## config.mk

```make
export PLATFORM = sky130hd
export DESIGN_NAME = if_fetch_queue
export DESIGN_NICKNAME = d
export VERILOG_FILES = /design/src/rtl/if_pkg.sv /design/src/rtl/if_fifo.sv /design/src/rtl/if_fetch_queue.sv
export SDC_FILE = /design/constraint.sdc
export NUM_CORES = 1
export LEC_CHECK = 0
export CAP_MARGIN = 20
export CORE_MARGIN = 5
export CORE_UTILIZATION = 57
export CTS_BUF_LIST = sky130_fd_sc_hd__clkbuf_4 sky130_fd_sc_hd__clkbuf_8
export DETAILED_ROUTE_END_ITERATION = 12
export PLACE_DENSITY = 0.8
export SLEW_MARGIN = 30
export SYNTH_ARGS = -nofsm -noshare
export SYNTH_HDL_FRONTEND = slang
export SYNTH_SLANG_ARGS = --single-unit
```

## constraint.sdc

```tcl
create_clock -name CLOCK -period 12.3 [get_ports CLOCK]
set_clock_uncertainty 0.2 [all_clocks]
set_input_delay 2.46 -clock CLOCK [delete_from_list [all_inputs] [get_ports CLOCK]]
set_output_delay 2.46 -clock CLOCK [all_outputs]
set_load 0.005 [all_outputs]
```

## src/rtl/if_pkg.sv

```systemverilog
`timescale 1ns/1ps
// Shared types and constants for the instruction-fetch front end.
package if_pkg;

  localparam logic [31:0] HALT_WORD_DEFAULT = 32'hFFFF_FFFF;
  localparam logic [31:0] PC_STEP           = 32'd4;

  typedef struct packed {
    logic [31:0] pc;
    logic [31:0] instr;
  } fetch_entry_t;

endpackage

```

## src/rtl/if_fifo.sv

```systemverilog
`timescale 1ns/1ps
// Generic DEPTH x WIDTH synchronous FIFO with flush; head is read straight
// from register storage, so a pushed word is visible on the following cycle.
module if_fifo #(
  parameter int DEPTH = 4,
  parameter int WIDTH = 64
) (
  input  logic                     clk_i,
  input  logic                     rst_i,
  input  logic                     push_i,
  input  logic                     pop_i,
  input  logic                     flush_i,
  input  logic [WIDTH-1:0]         data_i,
  output logic                     full_o,
  output logic                     empty_o,
  output logic [$clog2(DEPTH):0]   count_o,
  output logic [WIDTH-1:0]         head_o
);

  localparam int AW = $clog2(DEPTH);
  localparam logic [AW:0] FULL_COUNT = (AW+1)'(DEPTH);

  logic [WIDTH-1:0] mem_q [DEPTH];
  logic [AW-1:0]    wr_ptr_q;
  logic [AW-1:0]    rd_ptr_q;
  logic [AW:0]      count_q;

  // NOTE: storage is reset too, so the head reads as zero rather than X
  // before the first push; this is cheap at these depths.
  always_ff @(posedge clk_i or posedge rst_i) begin
    if (rst_i) begin
      for (int i = 0; i < DEPTH; i++) mem_q[i] <= '0;
      wr_ptr_q <= '0;
      rd_ptr_q <= '0;
      count_q  <= '0;
    end else if (flush_i) begin
      wr_ptr_q <= '0;
      rd_ptr_q <= '0;
      count_q  <= '0;
    end else begin
      if (push_i) begin
        mem_q[wr_ptr_q] <= data_i;
        wr_ptr_q        <= wr_ptr_q + AW'(1);
      end
      if (pop_i) rd_ptr_q <= rd_ptr_q + AW'(1);
      case ({push_i, pop_i})
        2'b10:   count_q <= count_q + (AW+1)'(1);
        2'b01:   count_q <= count_q - (AW+1)'(1);
        default: count_q <= count_q;
      endcase
    end
  end

  assign full_o  = (count_q == FULL_COUNT);
  assign empty_o = (count_q == '0);
  assign count_o = count_q;
  assign head_o  = mem_q[rd_ptr_q];

endmodule

```

## src/rtl/if_fetch_queue.sv

```systemverilog
`timescale 1ns/1ps
// Instruction-fetch front end: PC generation, prefetch queue toward decode,
// redirect-with-flush and halt-sentinel finish detection with a drain delay.
module if_fetch_queue
  import if_pkg::*;
#(
  parameter logic [31:0] RESET_PC  = 32'h0000_0000,
  parameter int          DEPTH     = 4,
  parameter logic [31:0] HALT_WORD = HALT_WORD_DEFAULT,
  parameter int          FIN_DELAY = 7
) (
  input  logic        CLOCK,
  input  logic        RESET,
  output logic [31:0] imem_addr,
  input  logic [31:0] imem_data,
  input  logic        redirect_valid,
  input  logic [31:0] redirect_pc,
  output logic        out_valid,
  input  logic        out_ready,
  output logic [31:0] out_instr,
  output logic [31:0] out_pc,
  output logic [31:0] out_pc4,
  output logic        fin
);

  localparam int          CW       = $clog2(DEPTH) + 1;
  localparam logic [7:0]  FIN_LAST = 8'(FIN_DELAY - 1);

  logic [31:0]  fetch_pc_q, fetch_pc_d;
  logic         halt_seen_q, halt_seen_d;
  logic [7:0]   drain_cnt_q, drain_cnt_d;
  logic         fin_q, fin_d;

  logic         fifo_full, fifo_empty, push, pop, fetch_en, is_halt;
  logic [CW-1:0] fifo_count;
  fetch_entry_t head, new_entry;
  logic [31:0]  redirect_aligned;

  assign redirect_aligned = redirect_pc & ~32'h3;
  assign is_halt   = (imem_data == HALT_WORD);
  assign fetch_en  = ~redirect_valid & ~halt_seen_q & ~fin_q;
  assign pop       = ~fifo_empty & out_ready & ~redirect_valid;
  assign push      = fetch_en & ~is_halt & (~fifo_full | pop);
  assign new_entry = '{pc: fetch_pc_q, instr: imem_data};

  if_fifo #(
    .DEPTH (DEPTH),
    .WIDTH ($bits(fetch_entry_t))
  ) u_fifo (
    .clk_i   (CLOCK),
    .rst_i   (RESET),
    .push_i  (push),
    .pop_i   (pop),
    .flush_i (redirect_valid),
    .data_i  (new_entry),
    .full_o  (fifo_full),
    .empty_o (fifo_empty),
    .count_o (fifo_count),
    .head_o  (head)
  );

  // NOTE: every next-state signal gets a hold default first so that no
  // path through this block leaves one unassigned and infers a latch.
  always_comb begin
    fetch_pc_d  = fetch_pc_q;
    halt_seen_d = halt_seen_q;
    drain_cnt_d = drain_cnt_q;
    fin_d       = fin_q;
    if (redirect_valid) begin
      fetch_pc_d  = redirect_aligned;
      halt_seen_d = 1'b0;
      drain_cnt_d = '0;
    end else begin
      if (push) fetch_pc_d = fetch_pc_q + PC_STEP;
      if (fetch_en && is_halt) halt_seen_d = 1'b1;
      // Finish only once the sentinel is seen and decode has taken everything.
      if (halt_seen_q && fifo_count == '0 && !fin_q) begin
        if (drain_cnt_q == FIN_LAST) fin_d = 1'b1;
        else                         drain_cnt_d = drain_cnt_q + 8'd1;
      end
    end
  end

  // NOTE: state registers use non-blocking assignments only, so every
  // register samples the same pre-edge values.
  always_ff @(posedge CLOCK or posedge RESET) begin
    if (RESET) begin
      fetch_pc_q  <= RESET_PC;
      halt_seen_q <= 1'b0;
      drain_cnt_q <= '0;
      fin_q       <= 1'b0;
    end else begin
      fetch_pc_q  <= fetch_pc_d;
      halt_seen_q <= halt_seen_d;
      drain_cnt_q <= drain_cnt_d;
      fin_q       <= fin_d;
    end
  end

  assign imem_addr = fetch_pc_q;
  assign out_valid = ~fifo_empty;
  assign out_instr = out_valid ? head.instr : '0;
  assign out_pc    = out_valid ? head.pc : '0;
  assign out_pc4   = out_valid ? head.pc + PC_STEP : '0;
  assign fin       = fin_q;

endmodule

```

==> results of run 1 <==
==> per-stage QoR <==
| step | cells | power, uW | area (sq um) |
|---|---|---|---|
| floorplan | 1104 | 1120 | 14600 |
| global placement | 1554 | 1200 | 16600 |
| detailed placement | 1559 | 1210 | 16700 |
| CTS | 1635 | 2060 | 17700 |
| global route | 1635 | 2120 | 17700 |
| finish | 1635 | 2030 | 17700 |
==> critical path: stages (launching register included) <==
cell,delay (ns)
dfrtp_4,0.76
buf_4,0.75
mux4_2,0.43
ha_1,0.28
nand4_1,0.17
or3_1,0.63
nor4_2,0.34
xnor2_1,0.10
nor2_1,0.10
clkdlybuf4s50_1,0.51
==> registers in the layout, summed over array words and instances (netlist names) <==
signal and flops:
drain_cnt_q 8, fin 1, halt_seen_q 1, imem_addr 30, u_fifo.count_o 3, u_fifo.mem_q 248
u_fifo.rd_ptr_q 2, u_fifo.wr_ptr_q 2
==> cell usage in the layout (no fill, tap or decap), drive strengths merged, types with 3 or more instances in the layout <==
master,count
o21ai,28
nor4,15
nand2,49
nor3,6
nand4,23
inv,15
buf,13
o311ai,5
o211ai,3
clkdlybuf4s50,188
and2,68
and3,11
nand3,26
mux4,62
nor3b,3
xnor2,30
xor2,23
ha,8
mux2,250
and4,6
clkbuf,75
nor2,62
conb,6
dfrtp,295
a21oi,4
==> layer usage <==
layer  GRT usage [%]  routed length, um  up-vias
met1            32.3              14500     4915
li1                -                  -     4319
met5               0                 13        -
met2            38.7              16400      286
met4            5.97                582        2
met3            3.90               1990       48
==> synthesized netlist by cell type, types with 4 or more instances <==
cell,count
nand2_1,49
nand3_1,25
o21ai_0,28
nand4_1,22
mux2_1,47
and4_1,6
o311ai_0,5
nor4_2,12
buf_4,8
xnor2_1,30
clkbuf_1,23
nor2_1,62
buf_2,38
and3_1,11
dfrtp_1,295
a21oi_1,4
ha_1,8
mux2_2,202
and2_1,68
mux4_2,55
inv_1,15
mux4_1,7
nor3_1,5
xor2_1,23
==> area by class of cell <==
cell class                      count  share of cell area, %
Clock buffer                       75                   5.19
Clock inverter                      1                  0.170
Inverter                           16                  0.424
Multi-Input combinational cell    717                   38.6
Sequential cell                   295                   41.7
Tap cell                          330                   2.33
Timing Repair Buffer              201                   11.6
==> cells by family (layout without fill, tap and decap cells) <==
logic type,Yosys count,after routing,share of synthesized area (%)
AO/OA/AOI/OAI,57,57,2.59
multiplexers,314,314,29.1
other,1,6,0.0256
adder cells (fa/ha/maj),9,9,0.821
AND/OR/NAND/NOR,278,278,10.6
buffers and inverters,92,293,3.16
XOR/XNOR,53,53,3.17
flip-flops,295,295,50.5
==> how the worst max path moves through the flow <==
stage,end,from,slack [ns]
global placement,out_pc4[20],u_fifo.rd_ptr_q[0],5.47
finish,out_pc4[26],u_fifo.rd_ptr_q[0],4.99
CTS,out_pc4[26],u_fifo.rd_ptr_q[0],4.86
detailed placement,out_pc4[26],u_fifo.rd_ptr_q[0],5.44
floorplan,drain_cnt_q[0],RESET,1.49
global route,out_pc4[26],u_fifo.rd_ptr_q[0],4.63
==> power groups by stage <==
| stage | combinational [uW] | sequential [uW] | clock, uW |
|---|---|---|---|
| 2_1_floorplan | 108 | 1010 | 0 |
| 3_3_place_gp | 172 | 1030 | 0 |
| 3_5_place_dp | 175 | 1030 | 0 |
| 5_1_grt | 190 | 1020 | 908 |
| 6_report | 172 | 1020 | 847 |
| 4_1_cts | 176 | 1020 | 864 |
==> metrics.yaml, run 1 <==
cells_and_area:
  postLayoutCoreUtil_pct: 70.1
  fillers: 1785
  multiInputGateArea_sq_um: 6840
  regArea_sq_um: 7390
  nets: 1356
  area_growth_pct: 21.1
  diodes: 0
  drive_above_1_share_pct: 29.0
sta:
  rsz0062_at_grt: "false"
  fin_hold_ws_ns: 0.280
  finalHoldViolCount: 0
  relSlewSlack_pct: 32.4
  fin_crit_sh_pct: 59.4
  min_period_ns: 7.31
  setup_viol_count_final: 0
  timing.fmax_mhz: 137
  finalWorstSetupSlack_ns: 4.99
  worstMarginPinSlew_ns: 1.01
  slew_violations: 0
  finalSetupTns_ns: 0
placed_design:
  place_ws_ns: 5.44
  portBuffers: 189
  dp_hpwl_um: 21700
  gp_routability_congestion: 0.761
setup_path:
  r2r_cells: 9
  crit_fanout: 40
  critPathKind: "register to primary output"
  end_kind: "primary output"
  r2r-end: "u_fifo.count_o[2]"
  crit_arrival_ns: 4.65
  startpoint_type: "register"
  reg2reg_from: "u_fifo.count_o[2]"
  cp.required_ns: 9.64
  r2r_slack_ns: 9.13
routing:
  vias: 9570
  final_antenna_net_count: 0
  drt_first_iter_violations: 549
  vias_per_cell: 5.85
  totalWireLength_um: 33500
  drc: 0
  drt_first_pass_iters: 7
  wl_per_cell_um: 20.5
yosys:
  synthCells: 1099
  synth_seq_cells: 295
  async_flop_share_pct: 100
  synth_top_area_cell: "dfrtp_1"
  yosys_warnings: 0
  synth_cell_types: 58
  synth_edf_count: 0
  netlist_area_sq_um: 14600
  synth_top_area_share_pct: 50.5
  synth_area_leaders: "dfrtp_1 (50%), mux2_2 (16%), mux4_2 (8.5%)"
  synth_ff_type: "dfrtp_1"
  synth.avg_cell_area_sq_um: 13.3
  ys_seq_area_share_pct: 50.5
hold_path:
  hold_path_class: "register to register"
  hold_depth: 1
  holdCritStartpoint: "u_fifo.mem_q[101]"
  worst_hold_path.endpoint: "u_fifo.mem_q[101]"
clock_tree:
  clk_path_buf_depth: 3
  clkTransAtPathRegs_ns: 0.06
  holdBufCountCts: 0
  insertion_delay_ns: 0.54
  cts_tree: "yes"
  cts_setup_buffers: 0
  clock_sinks: 295
  htreeDepth: 2
  numCtsBuffers: 48
  clockRootBuffer: "clkbuf_8"
  post_cts_resized: 0
global_route:
  overflow: 0
  grt_max_degree: 136
  grt_pass1_vias: 10200
  grt_antenna_before_repair: 1
  grt_pass1_wl_um: 54400
  grt_use_total_pct: 23.3
power:
  seqPwrFrac_pct: 49.9
  sw_frac_of_total_pct: 24.2
  leakagePower_uw: 0.00794
  power.density_nw_per_um2: 115
  p_clk_share_pct: 41.6
  ir_drop_uv: 108
  share_comb_of_total_power_pct: 8.4
  switching_power_uw: 491
  intPower_uw: 1540
floorplanning:
  dieHeight_um: 170
  die_x_um: 170
  core_sq_um: 25300
  dieArea_sq_um: 29000
  rows: 58
  start_util_pct: 57.9
  ios: 198
job:
  drv_cap: 0
status:
  status: "completed"
(Power assumes the default switching activity.)
==> run 2: changes to the inputs <==
--- a/config.mk
+++ b/config.mk
@@ -7,10 +7,10 @@
 export LEC_CHECK = 0
 export CAP_MARGIN = 20
 export CORE_MARGIN = 5
-export CORE_UTILIZATION = 57
+export CORE_UTILIZATION = 52
 export CTS_BUF_LIST = sky130_fd_sc_hd__clkbuf_4 sky130_fd_sc_hd__clkbuf_8
 export DETAILED_ROUTE_END_ITERATION = 12
-export PLACE_DENSITY = 0.8
+export PLACE_DENSITY = 0.77
 export SLEW_MARGIN = 30
 export SYNTH_ARGS = -nofsm -noshare
 export SYNTH_HDL_FRONTEND = slang
==> constraint.sdc (replaced) <==
create_clock -name CLOCK -period 6.11 [get_ports CLOCK]
set_clock_uncertainty 0.2 [all_clocks]
set_input_delay 1.222 -clock CLOCK [delete_from_list [all_inputs] [get_ports CLOCK]]
set_output_delay 1.222 -clock CLOCK [all_outputs]
set_load 0.005 [all_outputs]
==> run 2 against run 1 <==
  * Count of clock-buffer cells in the layout rose by 2
  * Critical path depth fell by 1
  * Sequential share of layout area down 0.39 points
  * Worst setup slack worse by 4.3 ns
  * Via count rose by 0.71%
  * Core utilization down 5.8 points
  * Sequential cell count did not move
  * First-iteration DRC count up 30%
  * Hold slack barely moved
  * Critical endpoint is now out_pc4[31]
==> metrics.yaml, run 2 (same netlist as run 1, synthesis figures left out) <==
clock_tree:
  clk_path_buf_depth: 3  # unchanged
  clockRootBuffer: "clkbuf_8"
  clock_sinks: 295  # unchanged
  htreeDepth: 2  # unchanged
  cts_setup_buffers: 0  # unchanged
  numCtsBuffers: 49  # +2.1%
  holdBufCountCts: 0  # unchanged
  cts_tree: "yes"
  post_cts_resized: 0  # unchanged
  insertion_delay_ns: 0.56  # +0.02 ns
  clkTransAtPathRegs_ns: 0.06  # about the same
sta:
  rsz0062_at_grt: "false"
  fin_hold_ws_ns: 0.281  # +0.000265 ns
  timing.fmax_mhz: 184
  relSlewSlack_pct: 38.7  # +6.4 points
  fin_crit_sh_pct: 88.7
  finalSetupTns_ns: 0  # unchanged
  worstMarginPinSlew_ns: 0.912  # -0.0946 ns
  min_period_ns: 5.42
  slew_violations: 0  # unchanged
  setup_viol_count_final: 0  # unchanged
  finalHoldViolCount: 0  # unchanged
cells_and_area:
  multiInputGateArea_sq_um: 6840  # unchanged
  area_growth_pct: 22.2
  diodes: 0  # unchanged
  largest_register_ffs: 248  # unchanged
  layout_common_cells: "dfrtp_1 (293), mux2_2 (202), clkdlybuf4s50_1 (188)"
  fin_area_sq_um: 17900  # +0.95%
  final_cells: 1694  # +3.6%
  regArea_sq_um: 7390  # unchanged
  regMostFlops: "u_fifo.mem_q"
  fillers: 2195  # +23%
  nets: 1360  # +0.29%
  final_common_cell: "dfrtp_1"
  drive_above_1_share_pct: 29.6  # +0.59 points
placed_design:
  portBuffers: 189  # unchanged
  place_area_sq_um: 16800  # +0.52%
  dpl.cell_count: 1610  # +3.3%
  dp_hpwl_um: 22500  # +3.4%
  gp_routability_congestion: 0.796  # +4.6%
status:
  status: "completed"
routing:
  drt_first_iter_violations: 711  # +30%
  final_antenna_net_count: 0  # unchanged
  vias: 9638  # +0.71%
  drt_first_pass_iters: 5  # -2
  totalWireLength_um: 34600  # +3.3%
  drc: 0  # unchanged
  vias_per_cell: 5.69  # -2.8%
  wl_per_cell_um: 20.4  # -0.34%
setup_path:
  r2r-end: "u_fifo.mem_q[2]"
  critPathMaxStageDelay_ns: 0.77  # about the same
  cpMaxStageDelayCell: "dfrtp_4"
  end_kind: "primary output"
  r2r_cells: 6  # -3
  cp.required_ns: 4.69  # -4.95 ns
  reg2reg_from: "u_fifo.count_o[2]"
  critPathKind: "register to primary output"
  startpoint_type: "register"
  crit_arrival_ns: 4.00  # -0.65 ns
  cpLargestDelayFamily: "simple AND/OR/NAND/NOR gates"
  cp.buffers_inverters: 2  # unchanged
  path_cells: "buf_4, mux4_1, and4_1, nand4_2, nor4_2, xnor2_1, nor2_1, clkdlybuf4s50_1"
  r2r_slack_ns: 2.79  # -6.34 ns
  crit_fanout: 25  # -38%
  startpoint: "u_fifo.rd_ptr_q[0]"
floorplanning:
  dieArea_sq_um: 31600  # +9.0%
  start_util_pct: 52.7  # -5.3 points
  core_sq_um: 27800  # +10%
  dieHeight_um: 178  # +4.4%
  die_x_um: 178  # +4.4%
  ios: 198  # unchanged
  rows: 61  # +5.2%
global_route:
  grt_antenna_before_repair: 1  # unchanged
  grt_use_met2_pct: 37.0  # -1.7 points
  grt_pass1_wl_um: 56500  # +3.9%
  grtUsageMet3_pct: 4.09  # +0.19 points
  grt_max_degree: 158  # +16%
  grt.busiest_layer: "met2"
  grt_pass1_vias: 10300  # +0.76%
  overflow: 0  # unchanged
  grt_use_total_pct: 22.4  # -0.84 points
  use_met1_pct: 30.9  # -1.4 points
hold_path:
  hold_depth: 1  # unchanged
  worst_hold_path.endpoint: "u_fifo.mem_q[100]"
  holdCritStartpoint: "u_fifo.mem_q[100]"
  hold_path_class: "register to register"
power:
  sw_frac_of_total_pct: 24.3  # +0.19 points
  seqPwrFrac_pct: 48.4  # -1.5 points
  intPower_uw: 3200  # +110%
  power.density_nw_per_um2: 236  # +110%
  switching_power_uw: 1030  # +110%
  fin_total_pwr_uw: 4230  # +110%
  ir_drop_uv: 177  # +65%
  leakagePower_uw: 0.00800  # +0.74%
  p_clk_share_pct: 43.3  # +1.7 points
  share_comb_of_total_power_pct: 8.2  # -0.2 points
job:
  drv_cap: 0  # unchanged
-- run 2: cell types whose count changed in the layout (fill, tap and decap cells not counted) --
cell        delta
clkbuf_4       -2
clkinvlp_4     +2
buf_6          -1
clkinv_2       +4
bufinv_16      +1
buf_4          +4
clkbuf_8       +4
clkinv_8       -1
-- run 2: how the worst max path moves through the flow --
stage / to / slack, ns / cells past startpoint
final: out_pc4[31] / 0.69 / 8
after global routing: out_pc4[26] / 0.46 / 8
after CTS: out_pc4[31] / 0.61 / 8
after detailed placement: out_pc4[31] / 1.24 / 8
after global placement: out_pc4[31] / 1.25 / 8
after floorplan: drain_cnt_q[0] / 0.77 / 1
-- run 2: per-stage QoR --
stage          util (%)  setup WS [ns]
5_1_grt            64.4          0.460
6_report           64.4          0.688
2_1_floorplan         -          0.771
3_3_place_gp       60.2           1.25
3_5_place_dp       60.6           1.24
4_1_cts            64.4          0.611
-- run 2: power groups by stage --
stage | logic (uW) | registers [uW] | clock network, uW
after global routing | 385 | 2050 | 1970
final | 348 | 2050 | 1830
after CTS | 358 | 2050 | 1870
after global placement | 350 | 2080 | 0
after floorplan | 217 | 2040 | 0
after detailed placement | 357 | 2080 | 0
-- run 2: final cells by class --
type                       count  area share (%)
sequential                   295            41.3
multi-input combinational    717            38.2
timing repair buffer         204            11.6
clock buffer                  77            5.37
tap                          378            2.64
clock inverter                 7           0.490
inverter                      16           0.371
-- run 2: metal layers --
metal	up-vias	share of wire, %
met5	-	0.038
li1	4331	-
met2	282	49
met1	4972	44
met3	51	5.9
met4	2	1.8
==> run 3: changes to the inputs <==
==> constraint.sdc (replaced) <==
create_clock -name CLOCK -period 4.9 [get_ports CLOCK]
set_clock_uncertainty 0.2 [all_clocks]
set_input_delay 0.98 -clock CLOCK [delete_from_list [all_inputs] [get_ports CLOCK]]
set_output_delay 0.98 -clock CLOCK [all_outputs]
set_load 0.005 [all_outputs]
==> run 3 against run 2 <==
  * Routed wire length increased by 2.7%
  * Clock power increased by 25%
  * Via count increased by 1.8%
  * Critical endpoint is now out_pc4[26]
  * Largest cell class unchanged
==> metrics.yaml, run 3 (same netlist as run 1, synthesis figures left out) <==
global_route:
  overflow: 0  # unchanged
  grt_pass1_vias: 10300  # +0.38%
  grt_pass1_wl_um: 56600  # +0.21%
  grt_use_total_pct: 22.6  # +0.17 points
  grt_antenna_before_repair: 0  # -1
  grt_max_degree: 102  # -35%
floorplanning:
  rows: 61  # unchanged
  dieArea_sq_um: 31600  # unchanged
  start_util_pct: 52.7  # unchanged
  ios: 198  # unchanged
  die_x_um: 178  # unchanged
  core_sq_um: 27800  # unchanged
  dieHeight_um: 178  # unchanged
sta:
  slew_violations: 0  # unchanged
  finalHoldViolCount: 0  # unchanged
  relSlewSlack_pct: 45.5  # +6.8 points
  finalSetupTns_ns: 0  # unchanged
  setup_viol_count_final: 0  # unchanged
  timing.fmax_mhz: 208
  fin_crit_sh_pct: 98.2
  min_period_ns: 4.81
  worstMarginPinSlew_ns: 0.810  # -0.102 ns
power:
  leakagePower_uw: 0.00820  # +2.6%
  p_clk_share_pct: 43.0  # -0.3 points
  power.density_nw_per_um2: 291  # +23%
  switching_power_uw: 1330  # +29%
  share_comb_of_total_power_pct: 9.2  # +1.0 points
  ir_drop_uv: 186  # +5.2%
  intPower_uw: 3970  # +24%
  seqPwrFrac_pct: 47.8  # -0.6 points
  sw_frac_of_total_pct: 25.0  # +0.68 points
cells_and_area:
  layout_common_cells: "dfrtp_1 (293), mux2_2 (202), clkdlybuf4s50_1 (188)"
  postLayoutCoreUtil_pct: 65.5  # +1.1 points
  regArea_sq_um: 7390  # unchanged
  fillers: 2110  # -3.9%
  area_growth_pct: 24.4
  fin_area_sq_um: 18200  # +1.8%
  final_common_cell: "dfrtp_1"
  regMostFlops: "u_fifo.mem_q"
  diodes: 0  # unchanged
  largest_register_ffs: 248  # unchanged
  nets: 1392  # +2.4%
  final_cells: 1732  # +2.2%
  multiInputGateArea_sq_um: 6890  # +0.79%
  drive_above_1_share_pct: 31.8  # +2.3 points
clock_tree:
  holdBufCountCts: 0  # unchanged
  clk_path_buf_depth: 3  # unchanged
  clockRootBuffer: "clkbuf_8"
  numCtsBuffers: 49  # unchanged
  cts_tree: "yes"
  clkTransAtPathRegs_ns: 0.06  # about the same
  insertion_delay_ns: 0.56  # about the same
  clock_sinks: 295  # unchanged
  htreeDepth: 2  # unchanged
routing:
  drt_first_pass_iters: 5  # unchanged
  vias: 9808  # +1.8%
  drt_first_iter_violations: 506  # -29%
  totalWireLength_um: 35500  # +2.7%
  drc: 0  # unchanged
  vias_per_cell: 5.66  # -0.47%
  wl_per_cell_um: 20.5  # +0.40%
  final_antenna_net_count: 0  # unchanged
placed_design:
  dp_hpwl_um: 23200  # +3.4%
  portBuffers: 189  # unchanged
  gp_routability_congestion: 0.803  # +0.80%
  dpl.cell_count: 1623  # +0.81%
  place_area_sq_um: 16900  # +0.52%
setup_path:
  cpLargestDelayFamily: "simple AND/OR/NAND/NOR gates"
  path_cells: "buf_6, mux4_2, ha_4, nand4_1, buf_4, or3_4, nor4_4, xnor2_1, nor2_1, clkdlybuf4s50_1"
  critPathKind: "register to primary output"
  end_kind: "primary output"
  startpoint_type: "register"
  cp.buffers_inverters: 3  # +1
  cp_num_cells: 10  # +2
  crit_fanout: 6  # -76%
  critPathMaxStageDelay_ns: 0.53  # -0.24 ns
  cpMaxStageDelayCell: "dfrtp_4"
  r2r_cells: 6  # unchanged
  cp.required_ns: 3.72  # -0.97 ns
  crit_arrival_ns: 3.63  # -0.37 ns
status:
  status: "completed"
job:
  drv_cap: 0  # unchanged
hold_path:
  hold_depth: 1  # unchanged
  hold_path_class: "register to register"
[run 3: metal layers]
metal  track usage (%)  vias up  share of wire [%]
li1                  -     4412                  -
met5                 0        -                  0
met3              3.73       52                5.5
met4              5.06        0                1.6
met1              31.6     5059                 44
met2              37.6      285                 49
[run 3: worst reg2reg max path, delay by kind of cell, from the launching register on]
family                 cells  cell delay, ns
buffers and inverters      1            0.36
and+or+nand+nor            3            1.19
DFF                        1            0.41
muxes                      1            0.38
AOI/OAI and AO/OA          1            0.50
[run 3: area by class of cell]
class                      count  share of cell area, %
inverter                      16                  0.351
timing repair buffer         235                   12.8
tap                          378                   2.60
sequential                   295                   40.6
clock buffer                  82                   5.55
clock inverter                 8                  0.261
multi-input combinational    718                   37.9
[run 3: worst paths after layout]
kind,startpoint,endpoint,slack [ns]
setup / recovery,u_fifo.rd_ptr_q[0],out_pc4[26],0.09
hold reg to reg,u_fifo.mem_q[175],u_fifo.mem_q[175],0.28
hold / removal,u_fifo.mem_q[175],u_fifo.mem_q[175],0.28
setup reg to reg,u_fifo.count_o[2],u_fifo.mem_q[94],1.74
max in group asynchronous,RESET,u_fifo.mem_q[195],2.96
min in group asynchronous,RESET,u_fifo.mem_q[152],0.65
[run 3: power groups by stage]
stage	Combinational, uW	Clock (uW)	Sequential (uW)
after floorplan	270	0	2550
after global placement	462	0	2580
after detailed placement	467	0	2590
after CTS	499	2330	2530
after global routing	538	2430	2540
final	488	2280	2530
[run 3: stage by stage]
| step | setup slack (ns) | power (uW) | hold WS [ns] |
|---|---|---|---|
| 6_report | 0.0896 | 5300 | 0.282 |
| 5_1_grt | -0.0466 | 5510 | 0.295 |
| 4_1_cts | 0.00142 | 5360 | 0.285 |
| 3_5_place_dp | 0.452 | 3050 | 0.272 |
| 3_3_place_gp | 0.464 | 3050 | 0.259 |
| 2_1_floorplan | -0.197 | 2820 | 0.249 |
[run 3: timing repair]
action                                  CTS  global route
resized for setup                         4            10
pin swaps                                 1             5
buffers inserted                          7            11
cloned                                    0             1
endpoints found under the setup margin   10            10
